==> config.mk <==
export PLATFORM = sky130hd
export DESIGN_NAME = cpu_run_ctrl_flat
export DESIGN_NICKNAME = d
export VERILOG_FILES = /design/src/rtl/cpu_ctrl_pkg.sv /design/src/rtl/cpu_run_ctrl_if.sv /design/src/rtl/ctrl_down_counter.sv /design/src/rtl/cpu_run_ctrl.sv /design/src/flat_wrapper.sv
export SDC_FILE = /design/constraint.sdc
export NUM_CORES = 1
export LEC_CHECK = 0
export BUFFER_PORTS_ARGS = -buffer_cell sky130_fd_sc_hd__buf_2
export CORE_UTILIZATION = 60
export CTS_CLUSTER_SIZE = 20
export DETAILED_ROUTE_END_ITERATION = 12
export PLACE_DENSITY = 0.85
export SLEW_MARGIN = 5
export SYNTH_ARGS = -nofsm -noshare
export SYNTH_HDL_FRONTEND = slang
export SYNTH_HIERARCHICAL = 1
export SYNTH_SLANG_ARGS = --single-unit
==> constraint.sdc <==
create_clock -name CLK -period 5.5 [get_ports CLK]
set_clock_uncertainty 0.05 [all_clocks]
set_input_delay 0.55 -clock CLK [delete_from_list [all_inputs] [get_ports CLK]]
set_output_delay 0.55 -clock CLK [all_outputs]
set_load 0.05 [all_outputs]
==> src/rtl/cpu_ctrl_pkg.sv <==
// Shared definitions for the CPU run/drain/dump sequencer.
// State encodings are fixed so the debug port decodes the same across builds.
package cpu_ctrl_pkg;

  typedef logic [2:0] state_t;

  localparam state_t StIdle  = 3'd0;
  localparam state_t StRun   = 3'd1;
  localparam state_t StDrain = 3'd2;
  localparam state_t StShow  = 3'd3;
  localparam state_t StDone  = 3'd4;

  localparam int unsigned DefInstrW   = 32;
  localparam logic [31:0] DefHaltWord = 32'hFFFF_FFFF;

endpackage

==> src/rtl/cpu_run_ctrl_if.sv <==
// Control/status bundle between the run sequencer and whoever starts runs
// (bench or board logic). The sequencer side uses the slave modport.
interface cpu_run_ctrl_if #(
  parameter int unsigned INSTR_W = 32,
  parameter int unsigned CNT_W   = 16
);
  logic               start;
  logic [INSTR_W-1:0] instruction;
  logic               run_en;
  logic               show_en;
  logic               done;
  logic               timeout;
  logic [CNT_W-1:0]   cycle_count;
  logic [2:0]         state;

  modport master (
    output start, instruction,
    input  run_en, show_en, done, timeout, cycle_count, state
  );

  modport slave (
    input  start, instruction,
    output run_en, show_en, done, timeout, cycle_count, state
  );
endinterface

==> src/rtl/ctrl_down_counter.sv <==
// Loadable down-counter with a zero flag; used to time the drain and show windows.
module ctrl_down_counter #(
  parameter int unsigned CNT_W = 16
) (
  input  logic             clk_i,
  input  logic             rst_i,
  input  logic             load_i,
  input  logic [CNT_W-1:0] load_val_i,
  input  logic             dec_i,
  output logic             zero_o
);
  logic [CNT_W-1:0] cnt_q, cnt_d;

  always_comb begin
    cnt_d = cnt_q;
    if (load_i) begin
      cnt_d = load_val_i;
    end else if (dec_i && (cnt_q != '0)) begin
      cnt_d = cnt_q - CNT_W'(1);
    end
  end

  always_ff @(posedge clk_i) begin
    if (rst_i) begin
      cnt_q <= '0;
    end else begin
      cnt_q <= cnt_d;
    end
  end

  assign zero_o = (cnt_q == '0);
endmodule

==> src/rtl/cpu_run_ctrl.sv <==
// Run/drain/dump sequencer: clock-enables the CPU until halt or cycle budget,
// keeps it clocking to flush the pipeline, then pulses the dump enable.
module cpu_run_ctrl
  import cpu_ctrl_pkg::*;
#(
  parameter int unsigned        INSTR_W      = DefInstrW,
  parameter logic [INSTR_W-1:0] HALT_WORD    = DefHaltWord,
  parameter int unsigned        DRAIN_CYCLES = 4,
  parameter int unsigned        SHOW_CYCLES  = 1,
  parameter int unsigned        MAX_CYCLES   = 5001,
  parameter int unsigned        CNT_W        = 16
) (
  input  logic           CLK,
  input  logic           RST,
  cpu_run_ctrl_if.slave  bus
);
  // Down-counters are loaded with N-1 so the zero flag marks the last cycle.
  localparam logic [CNT_W-1:0] MaxLast   = CNT_W'(MAX_CYCLES - 1);
  localparam logic [CNT_W-1:0] DrainLoad = (DRAIN_CYCLES > 0) ? CNT_W'(DRAIN_CYCLES - 1) : '0;
  localparam logic [CNT_W-1:0] ShowLoad  = CNT_W'(SHOW_CYCLES - 1);
  localparam bit               HasDrain  = (DRAIN_CYCLES > 0);

  state_t           state_q, state_d;
  logic [CNT_W-1:0] cycle_count_q, cycle_count_d;
  logic             timeout_q, timeout_d;

  logic drain_load, drain_dec, drain_zero;
  logic show_load, show_dec, show_zero;
  logic halt;

  assign halt = (bus.instruction == HALT_WORD);

  always_comb begin
    state_d       = state_q;
    cycle_count_d = cycle_count_q;
    timeout_d     = timeout_q;
    drain_load    = 1'b0;
    drain_dec     = 1'b0;
    show_load     = 1'b0;
    show_dec      = 1'b0;
    case (state_q)
      StIdle, StDone: begin
        if (bus.start) begin
          state_d       = StRun;
          cycle_count_d = '0;
          timeout_d     = 1'b0;
        end
      end
      StRun: begin
        if (halt || (cycle_count_q == MaxLast)) begin
          // Halt has priority; the exit edge is never counted.
          timeout_d = !halt;
          if (HasDrain) begin
            state_d    = StDrain;
            drain_load = 1'b1;
          end else begin
            state_d   = StShow;
            show_load = 1'b1;
          end
        end else if (cycle_count_q != '1) begin
          cycle_count_d = cycle_count_q + CNT_W'(1);
        end
      end
      StDrain: begin
        if (drain_zero) begin
          state_d   = StShow;
          show_load = 1'b1;
        end else begin
          drain_dec = 1'b1;
        end
      end
      StShow: begin
        if (show_zero) begin
          state_d = StDone;
        end else begin
          show_dec = 1'b1;
        end
      end
      default: state_d = StIdle;
    endcase
  end

  always_ff @(posedge CLK) begin
    if (RST) begin
      state_q       <= StIdle;
      cycle_count_q <= '0;
      timeout_q     <= 1'b0;
    end else begin
      state_q       <= state_d;
      cycle_count_q <= cycle_count_d;
      timeout_q     <= timeout_d;
    end
  end

  ctrl_down_counter #(
    .CNT_W (CNT_W)
  ) u_drain_cnt (
    .clk_i      (CLK),
    .rst_i      (RST),
    .load_i     (drain_load),
    .load_val_i (DrainLoad),
    .dec_i      (drain_dec),
    .zero_o     (drain_zero)
  );

  ctrl_down_counter #(
    .CNT_W (CNT_W)
  ) u_show_cnt (
    .clk_i      (CLK),
    .rst_i      (RST),
    .load_i     (show_load),
    .load_val_i (ShowLoad),
    .dec_i      (show_dec),
    .zero_o     (show_zero)
  );

  assign bus.run_en      = (state_q == StRun) || (state_q == StDrain);
  assign bus.show_en     = (state_q == StShow);
  assign bus.done        = (state_q == StDone);
  assign bus.timeout     = timeout_q;
  assign bus.cycle_count = cycle_count_q;
  assign bus.state       = state_q;
endmodule

==> src/flat_wrapper.sv <==
// flat-port wrapper written by rule: the top's interface ports become plain ports
module cpu_run_ctrl_flat import cpu_ctrl_pkg::*;
#(
  parameter int unsigned        INSTR_W      = DefInstrW,
  parameter logic [INSTR_W-1:0] HALT_WORD    = DefHaltWord,
  parameter int unsigned        DRAIN_CYCLES = 4,
  parameter int unsigned        SHOW_CYCLES  = 1,
  parameter int unsigned        MAX_CYCLES   = 5001,
  parameter int unsigned        CNT_W        = 16
)
  (CLK, RST, bus_start, bus_instruction, bus_run_en, bus_show_en, bus_done, bus_timeout, bus_cycle_count, bus_state);
  cpu_run_ctrl_if #(.INSTR_W(INSTR_W), .CNT_W(CNT_W)) bus_i ();
  input  logic CLK;
  input  logic RST;
  input wire logic [$bits(bus_i.start)-1:0] bus_start;
  input wire logic [$bits(bus_i.instruction)-1:0] bus_instruction;
  output wire logic [$bits(bus_i.run_en)-1:0] bus_run_en;
  output wire logic [$bits(bus_i.show_en)-1:0] bus_show_en;
  output wire logic [$bits(bus_i.done)-1:0] bus_done;
  output wire logic [$bits(bus_i.timeout)-1:0] bus_timeout;
  output wire logic [$bits(bus_i.cycle_count)-1:0] bus_cycle_count;
  output wire logic [$bits(bus_i.state)-1:0] bus_state;
  assign bus_i.start = bus_start;
  assign bus_i.instruction = bus_instruction;
  assign bus_run_en = bus_i.run_en;
  assign bus_show_en = bus_i.show_en;
  assign bus_done = bus_i.done;
  assign bus_timeout = bus_i.timeout;
  assign bus_cycle_count = bus_i.cycle_count;
  assign bus_state = bus_i.state;
  cpu_run_ctrl #(.INSTR_W(INSTR_W), .HALT_WORD(HALT_WORD), .DRAIN_CYCLES(DRAIN_CYCLES), .SHOW_CYCLES(SHOW_CYCLES), .MAX_CYCLES(MAX_CYCLES), .CNT_W(CNT_W)) u_core (.CLK(CLK), .RST(RST), .bus(bus_i));
endmodule
### Word-level counts from Yosys, hierarchy flattened

Cells that the tools add are included.

* bits in registers: 52
* memory bits (writable): 0
* bits in latches: 0
* ROM bits: 0
* memories kept: 0
* logic and storage cells: 62

* bitwise gates (word level): 0
* reduce and logical (&&, ||, !) cells: 18
* shifts and indexed selects: 0
* muxes and demuxes: 22
* $mul: 0
* magnitude comparators: 0
* divide/modulo/power cells: 0
* add/subtract/negate cells: 3
* eq/ne operators: 13

Operator list (number)
* 16-bit 2-to-1 mux: 3
* 32-bit == test, second input constant: 1
* 16-bit logical NOT: 2
* 16-bit case mux with 2 select lines: 1
* 16-bit nonzero test: 2
* 16-bit by 1-bit subtractor with 16-bit output, second input constant: 2
* 16-bit by 1-bit adder with 16-bit output, second input constant: 1
* 16-bit by 13-bit == test with 1-bit output, second input constant: 1
* 16-bit inequality test, second input constant: 1
* 3-bit 2-to-1 mux: 4
* 3-bit case mux with 4 select lines: 1
* 1-bit 2-to-1 mux: 10
* 2-bit by 1-bit inequality test with 1-bit output, second input constant: 4
* 4-bit AND reduction: 2
* 3-bit by 2-bit == test with 1-bit output, second input constant: 2
* 2-bit OR reduction: 3
* 2-bit 2-to-1 mux: 2
* 2-bit inequality test, second input constant: 2
* 2-bit nonzero test: 2
* 3-bit by 1-bit == test with 1-bit output, second input constant: 1
* 3-bit == test, second input constant: 1
* 3-bit logical NOT: 1
* 3-bit AND reduction: 1
* 1-bit logical AND: 2
* other kinds (3): 4

### Logic depth before layout (Yosys ltp)

Gate-level depths: netlist of the first run.

* word-level depth: 6
* mapped depth: 11

### Cells and area by module

The synthesis of the first run kept the hierarchy.

Modules (own cells, without submodules)
* ctrl_down_counter: seq. area each 320.3 µm², area each 944.7 µm², times used 2, cells an instance 114
* cpu_run_ctrl: seq. area each 400.4 µm², area each 1377.6 µm², times used 1, cells an instance 166

### Least setup slack after synthesis of the first run

OpenSTA, ideal clock, no wires.

* kind: register to register
* start: register u_core.u_show_cnt.cnt_q[0]
* end: register u_core.u_show_cnt.cnt_q[4]
* setup time: 0.091 ns
* period minus slack after synthesis: 2.905 ns
* cell stages (with the launch flop): 10
* arrival time: 2.764 ns
* path slack: 2.595 ns
* data required time: 5.359 ns
* cell sequence: dfxtp_1 inv_1 ha_1 nor3b_1 and4bb_2 buf_6 nor3_1 or4bb_1 or3_2 a311oi_1

* longest elaborated chain between the ends: 4

RTL lines
* start: declaration: RTL line ctrl_down_counter.sv:12 `logic [CNT_W-1:0] cnt_q, cnt_d;`
* start signal: assignment: RTL line ctrl_down_counter.sv:27 `cnt_q <= cnt_d;`
* 16-bit logical NOT: RTL line ctrl_down_counter.sv:31 `assign zero_o = (cnt_q == '0);`
* via u_core.show_zero: RTL line cpu_run_ctrl.sv:28 `logic show_load, show_dec, show_zero;`
* 1-bit 2-to-1 mux: RTL line cpu_run_ctrl.sv:73 `if (show_zero) begin`
* 1-bit 2-to-1 mux: RTL line cpu_run_ctrl.sv:41 `case (state_q)`
* via u_core.show_dec: RTL line cpu_run_ctrl.sv:28
* 1-bit logical AND: RTL line ctrl_down_counter.sv:18 `end else if (dec_i && (cnt_q != '0)) begin`

The timed path passes the listed nets, and every way through them passes these cells.
A chain may end at the register's enable or synchronous reset.

### Final worst setup path of the first run

* start: register u_core.u_drain_cnt.cnt_q[3]
* end: register u_core.u_show_cnt.cnt_q[14]

* longest elaborated chain between the ends: 4

RTL lines
* start: declaration: RTL line ctrl_down_counter.sv:12
* start signal: assignment: RTL line ctrl_down_counter.sv:27
* 16-bit logical NOT: RTL line ctrl_down_counter.sv:31
* via u_core.drain_zero: RTL line cpu_run_ctrl.sv:27 `logic drain_load, drain_dec, drain_zero;`
* 1-bit 2-to-1 mux: RTL line cpu_run_ctrl.sv:65 `if (drain_zero) begin`
* 1-bit 2-to-1 mux
* via u_core.show_load: RTL line cpu_run_ctrl.sv:28
* 2-bit OR reduction (no source line)

The timed path passes the listed nets, and every way through them passes these cells.

==> impl_metrics.toml, run 1 <==
[outcome]
status = "complete, no violations"

[timing]
rsz0062_at_grt = "no"
setup-violations-final = 0
hold_violations = 0
fin_setup_tns_ns = 0
timing.fmax_mhz = 269.9
max_slew_margin_pct = 35.69
maxSlewViolCount = 0
worst_pin_slew_ns = 0.9646
fin_crit_ns = 3.706
setup_slack_ns = 1.794
period_share_pct = 67.37

[critical_path]
crit_arrival_ns = 3.83
crit_fanout = 27
endpoint_kind = "flip-flop"
crit_type = "flip-flop to flip-flop"
critPathLaunchType = "flip-flop"
cp_data_required_time_ns = 5.62

[grt]
grt_util_met3_pct = 3.175
antenna_found_initial = 0
use_met1_pct = 33.12
grtUsageTotal_pct = 26.87
grtUsageMet2_pct = 48.67
grt_pass1_wl_mm = 12.14
grt.busiest_layer = "met2"
grt_pass1_vias = 2842
grt_start_max_net_pins = 56
overflow = 0

[die]
die-width_microns = 75.79
core_sq_um = 5172
ios = 58
die_area_sq_um = 5744
start_util_pct = 63.16
die_h_microns = 75.79
rows = 26

[cts]
clockBufferDepth = 2
cts_setup_buffers = 0
tritoncts = "done"
h-tree-depth = 2
cts_made_buffers = 5
worstSkewPairLatency_ns = 0.30
clk_pin_slew_ns = 0.10
numClockSinks = 52
hold_buffers = 0
ctsResizeCount = 0
cts_root_buf = "clkbuf_8"

[synth]
synth_cell_types = 65
ys_seq_area_share_pct = 31.87
async_flop_share_pct = 0
yosys_warnings = 6
ys_ff_latch = 52
synth_edf_count = 0
syn_area_per_cell_sq_um = 8.292
netlist_area_sq_um = 3267
synth_cells = 394
synthFlopType = "dfxtp_1"

[routing]
vias = 3106
drc_errors = 0
vias_per_cell = 5.752
dr.pass1.iters = 4
postRouteAntennaNets = 0
drt_iter0_drc = 129
wire_per_inst_microns = 13.91
drt-total-wl_mm = 7.511

[finish]
syn_to_final_growth_pct = 13.52
mostFrequentLayoutCells = "buf_2, dfxtp_1, nand2_1"
drive_above_1_share_pct = 20.00
diodes = 0
final_util_pct = 71.70
final_common_cell = "buf_2"
finalNetCount = 508

[power_and_ir_drop]
switching_share_pct = 24.46
combPwrFrac_pct = 9.6
power.density_nw_per_um2 = 191.7
p_leak_nw = 1.329
p_switching_mw = 0.1739
p_clk_share_pct = 36.8
p_int_mw = 0.5371
vdd_drop_max_v = 0.0001268
sequentialPowerShare_pct = 53.6

[run]
drv_cap = 0

[placement]
gp_congestion = 0.7741
io_buffers = 57
dp_hpwl_mm = 5.278
place_ws_ns = 1.859

[worst_hold_path]
worstHoldPathType = "flip-flop to flip-flop"
per-stage QoR:
stage / hold slack [ns] / power, mW / area, sq um / std cells
6_report: 0.4520 / 0.7110 / 3709 / 540
5_1_grt: 0.4824 / 0.7325 / 3709 / 540
4_1_cts: 0.4562 / 0.7143 / 3709 / 540
3_5_place_dp: 0.4415 / 0.4565 / 3601 / 532
3_3_place_gp: 0.4279 / 0.4550 / 3601 / 532
2_1_floorplan: 0.4499 / 0.4373 / 3379 / 424
final timing paths:
kind	start	endpoint	slack, ns	cells past startpoint
min reg2reg	u_core/bus.cycle_count[13]	u_core/bus.cycle_count[13]	0.45	2
min	u_core/bus.cycle_count[13]	u_core/bus.cycle_count[13]	0.45	2
max	u_core/u_drain_cnt/cnt_q[3]	u_core/u_show_cnt/cnt_q[14]	1.79	6
max reg2reg	u_core/u_drain_cnt/cnt_q[3]	u_core/u_show_cnt/cnt_q[14]	1.79	6
area by class of cell:
type	count	area, sq um
multi-input combinational	341	2142
fill	432	1464
sequential	52	1041
timing repair buffer	57	285.3
tap	70	87.58
clock buffer	6	72.57
inverter	12	45.04
clock inverter	2	35.03
power by group through the flow:
stage | combinational (mW) | sequential [mW] | clock [mW]
after floorplan | 0.0440 | 0.393 | 0
after global placement | 0.0650 | 0.390 | 0
after detailed placement | 0.0665 | 0.390 | 0
after CTS | 0.0667 | 0.381 | 0.266
after global routing | 0.0753 | 0.382 | 0.275
final | 0.0681 | 0.381 | 0.262
flip-flops by register name, indices dropped and copies added (netlist names):
name,count
u_core/bus.state,3
u_core/u_show_cnt/cnt_q,16
u_core/bus.timeout,1
u_core/u_drain_cnt/cnt_q,16
u_core/bus.cycle_count,16
Yosys cell counts, types with 4 or more instances:
cell type / number / area [sq um]
dfxtp_1: 52 / 1041
nand2_1: 41 / 153.9
nor2_1: 38 / 142.6
nor3_1: 22 / 110.1
a21oi_1: 17 / 85.08
xnor2_1: 16 / 140.1
a211oi_1: 15 / 112.6
nand4_1: 15 / 93.84
nor4_1: 15 / 93.84
mux2i_1: 11 / 110.1
inv_1: 10 / 37.54
or3_1: 10 / 62.56
clkbuf_1: 7 / 26.28
o21ai_0: 7 / 35.03
a311oi_1: 6 / 52.55
nand3_1: 6 / 30.03
o21bai_1: 6 / 45.04
or3_2: 6 / 45.04
nor3b_1: 5 / 37.54
o21ai_2: 5 / 43.79
or4_1: 5 / 37.54
buf_6: 4 / 45.04
ha_1: 4 / 50.05
o221ai_1: 4 / 35.03
cells by family after synthesis:
family                     synth area share (%)
adders and majority gates                 1.532
AOI/OAI and AO/OA                         17.77
other                                    0.2299
buffers and inverters                     6.013
xor gates and xnor gates                  4.289
DFF                                       31.87
and+or+nand+nor                           34.93
muxes                                     3.370
critical path, cell delays in order (launching register included):
cell and delay, ns:
dfxtp_1 0.38, nor4_1 0.59, and4bb_2 0.55, nor3b_1 0.72, clkinv_1 0.85, o21bai_1 0.37
a21oi_1 0.07
layer usage:
metal / vias up / part of all wire (%)
met5: - / 0
met4: 0 / 0.59
met3: 4 / 3.6
met1: 1451 / 45
met2: 55 / 51
li1: 1596 / -
Power figures use the tool's default switching activity.
==> run 2: changes to the inputs <==
Settings changed: CORE_UTILIZATION 60 to 56, PLACE_DENSITY 0.85 to 0.8.
Clock period 5.5 ns to 3.8 ns, I/O delays scaled along.
==> impl_metrics.toml, run 2 (same netlist as run 1, synthesis figures left out) <==
[die]
die_h_microns = 78.38
start_util_pct = 58.61
die_area_sq_um = 6143
die-width_microns = 78.38
rows = 27
core_sq_um = 5574
ios = 58

[finish]
fin_cells = 546
multi_input_area_sq_um = 2142
diodes = 0
syn_to_final_growth_pct = 15.09
drive_above_1_share_pct = 20.89
mostFrequentLayoutCells = "buf_2, dfxtp_1, nand2_1"
finalNetCount = 512
final_common_cell = "buf_2"
seqCellArea_sq_um = 1041
fillers = 476

[worst_hold_path]
min_to = "u_core/bus.cycle_count[13]"
worstHoldPathType = "flip-flop to flip-flop"
min-delay-start = "u_core/bus.cycle_count[13]"
hold_depth = 2

[cts]
clockBufferDepth = 2
numClockSinks = 52
cts_root_buf = "clkbuf_8"
clk_pin_slew_ns = 0.10
hold_buffers = 0
tritoncts = "done"
ctsResizeCount = 0
cts_made_buffers = 5
worstSkewPairLatency_ns = 0.31
h-tree-depth = 2
cts_setup_buffers = 0

[critical_path]
worstPathCellList = "or4_1, and4bb_2, nor3b_1, buf_4, clkinv_1, nor2_1, a311oi_1"
crit_fanout = 27
crit_arrival_ns = 3.07
endpoint_kind = "flip-flop"
critPathLaunchType = "flip-flop"
regToRegSetupSlack_ns = 0.82
r2r_end = "u_core/u_show_cnt/cnt_q[3]"
r2r_cells = 7
r2r-start = "u_core/u_drain_cnt/cnt_q[10]"
slowest_stage = "or4_1"
cpPeakStageDelay_ns = 0.58
crit_type = "flip-flop to flip-flop"
cp_data_required_time_ns = 3.90

[routing]
vias_per_cell = 5.700
wire_per_inst_microns = 13.35
postRouteAntennaNets = 0
drt-total-wl_mm = 7.290
vias = 3112
dr.pass1.iters = 4
met3WireLength_microns = 211
wl_met1_mm = 3.437
route.met2.wl_mm = 3.568
drc_errors = 0
highest_layer = "met4"
drt_iter0_drc = 144

[grt]
overflow = 0
grt_pass1_wl_mm = 12.74
grt_pass1_vias = 2926
antenna_found_initial = 0
grtUsageTotal_pct = 25.34
grt_start_max_net_pins = 56

[timing]
maxSlewViolCount = 0
fin_setup_tns_ns = 0
fin_crit_ns = 2.975
period_share_pct = 78.30
worst_pin_slew_ns = 0.9819
rsz0062_at_grt = "no"
max_slew_margin_pct = 34.54
hold_ws_ns = 0.4580
timing.fmax_mhz = 336.1
hold_violations = 0
setup-violations-final = 0

[power_and_ir_drop]
vdd_drop_max_v = 0.0002029
power.density_nw_per_um2 = 282.9
p_leak_nw = 1.359

[placement]
io_buffers = 57
dp_cells = 538
gp_congestion = 0.8054
dp_hpwl_mm = 5.150

[outcome]
status = "complete, no violations"

[run]
drv_cap = 0
==> run 2: changes by cell type in the layout (fill, tap and decap cells not counted) <==
| cell | delta |
|---|---|
| clkbuf_8 | +2 |
| buf_4 | +4 |
| clkbuf_1 | -1 |
| clkinv_2 | -1 |
==> run 2: power by group <==
part           total (mW)  internal, mW  switching [mW]
logic              0.0978        0.0348          0.0630
registers           0.552         0.547         0.00494
clock network       0.414         0.233           0.182
total                1.06         0.814           0.250
==> run 2: area by class of cell <==
cell class | count | share of cell area [%]
Clock inverter | 1 | 0.7987
Clock buffer | 7 | 2.562
Sequential cell | 52 | 27.69
Tap cell | 72 | 2.396
Inverter | 12 | 1.198
Multi-Input combinational cell | 341 | 56.97
Timing Repair Buffer | 61 | 8.386
==> run 2: critical path: cells and delay by family (launching register included) <==
kind	cells	cell delay, ns
AOI/OAI and AO/OA	1	0.08
buffers and inverters	2	0.71
DFF	1	0.35
and+or+nand+nor	4	1.63
==> run 2: worst max path at each step <==
stage | from | to | slack [ns]
final | u_core/u_drain_cnt/cnt_q[10] | u_core/u_show_cnt/cnt_q[3] | 0.82
after CTS | u_core/u_drain_cnt/cnt_q[10] | u_core/u_show_cnt/cnt_q[14] | 0.84
after global routing | u_core/u_drain_cnt/cnt_q[3] | u_core/u_show_cnt/cnt_q[3] | 0.51
after global placement | u_core/u_drain_cnt/cnt_q[7] | u_core/u_show_cnt/cnt_q[14] | 0.91
after floorplan | u_core/u_show_cnt/cnt_q[0] | u_core/u_show_cnt/cnt_q[4] | 0.90
after detailed placement | u_core/u_drain_cnt/cnt_q[10] | u_core/u_show_cnt/cnt_q[14] | 0.86
==> run 2: metrics by stage <==
step | util, % | setup slack (ns) | cell area [sq um] | power, mW
finish | 67.45 | 0.8247 | 3760 | 1.063
global route | 67.45 | 0.5057 | 3760 | 1.109
CTS | 67.45 | 0.8382 | 3760 | 1.073
detailed placement | 65.19 | 0.8612 | 3633 | 0.6608
global placement | 65.19 | 0.9063 | 3633 | 0.6588
floorplan | - | 0.8954 | 3379 | 0.6330
==> run 2: per-layer routing <==
metal | vias up | GRT usage (%)
met4 | 0 | 8.148
li1 | 1614 | -
met5 | - | 0
met3 | 10 | 4.419
met2 | 55 | 45.18
met1 | 1433 | 30.68
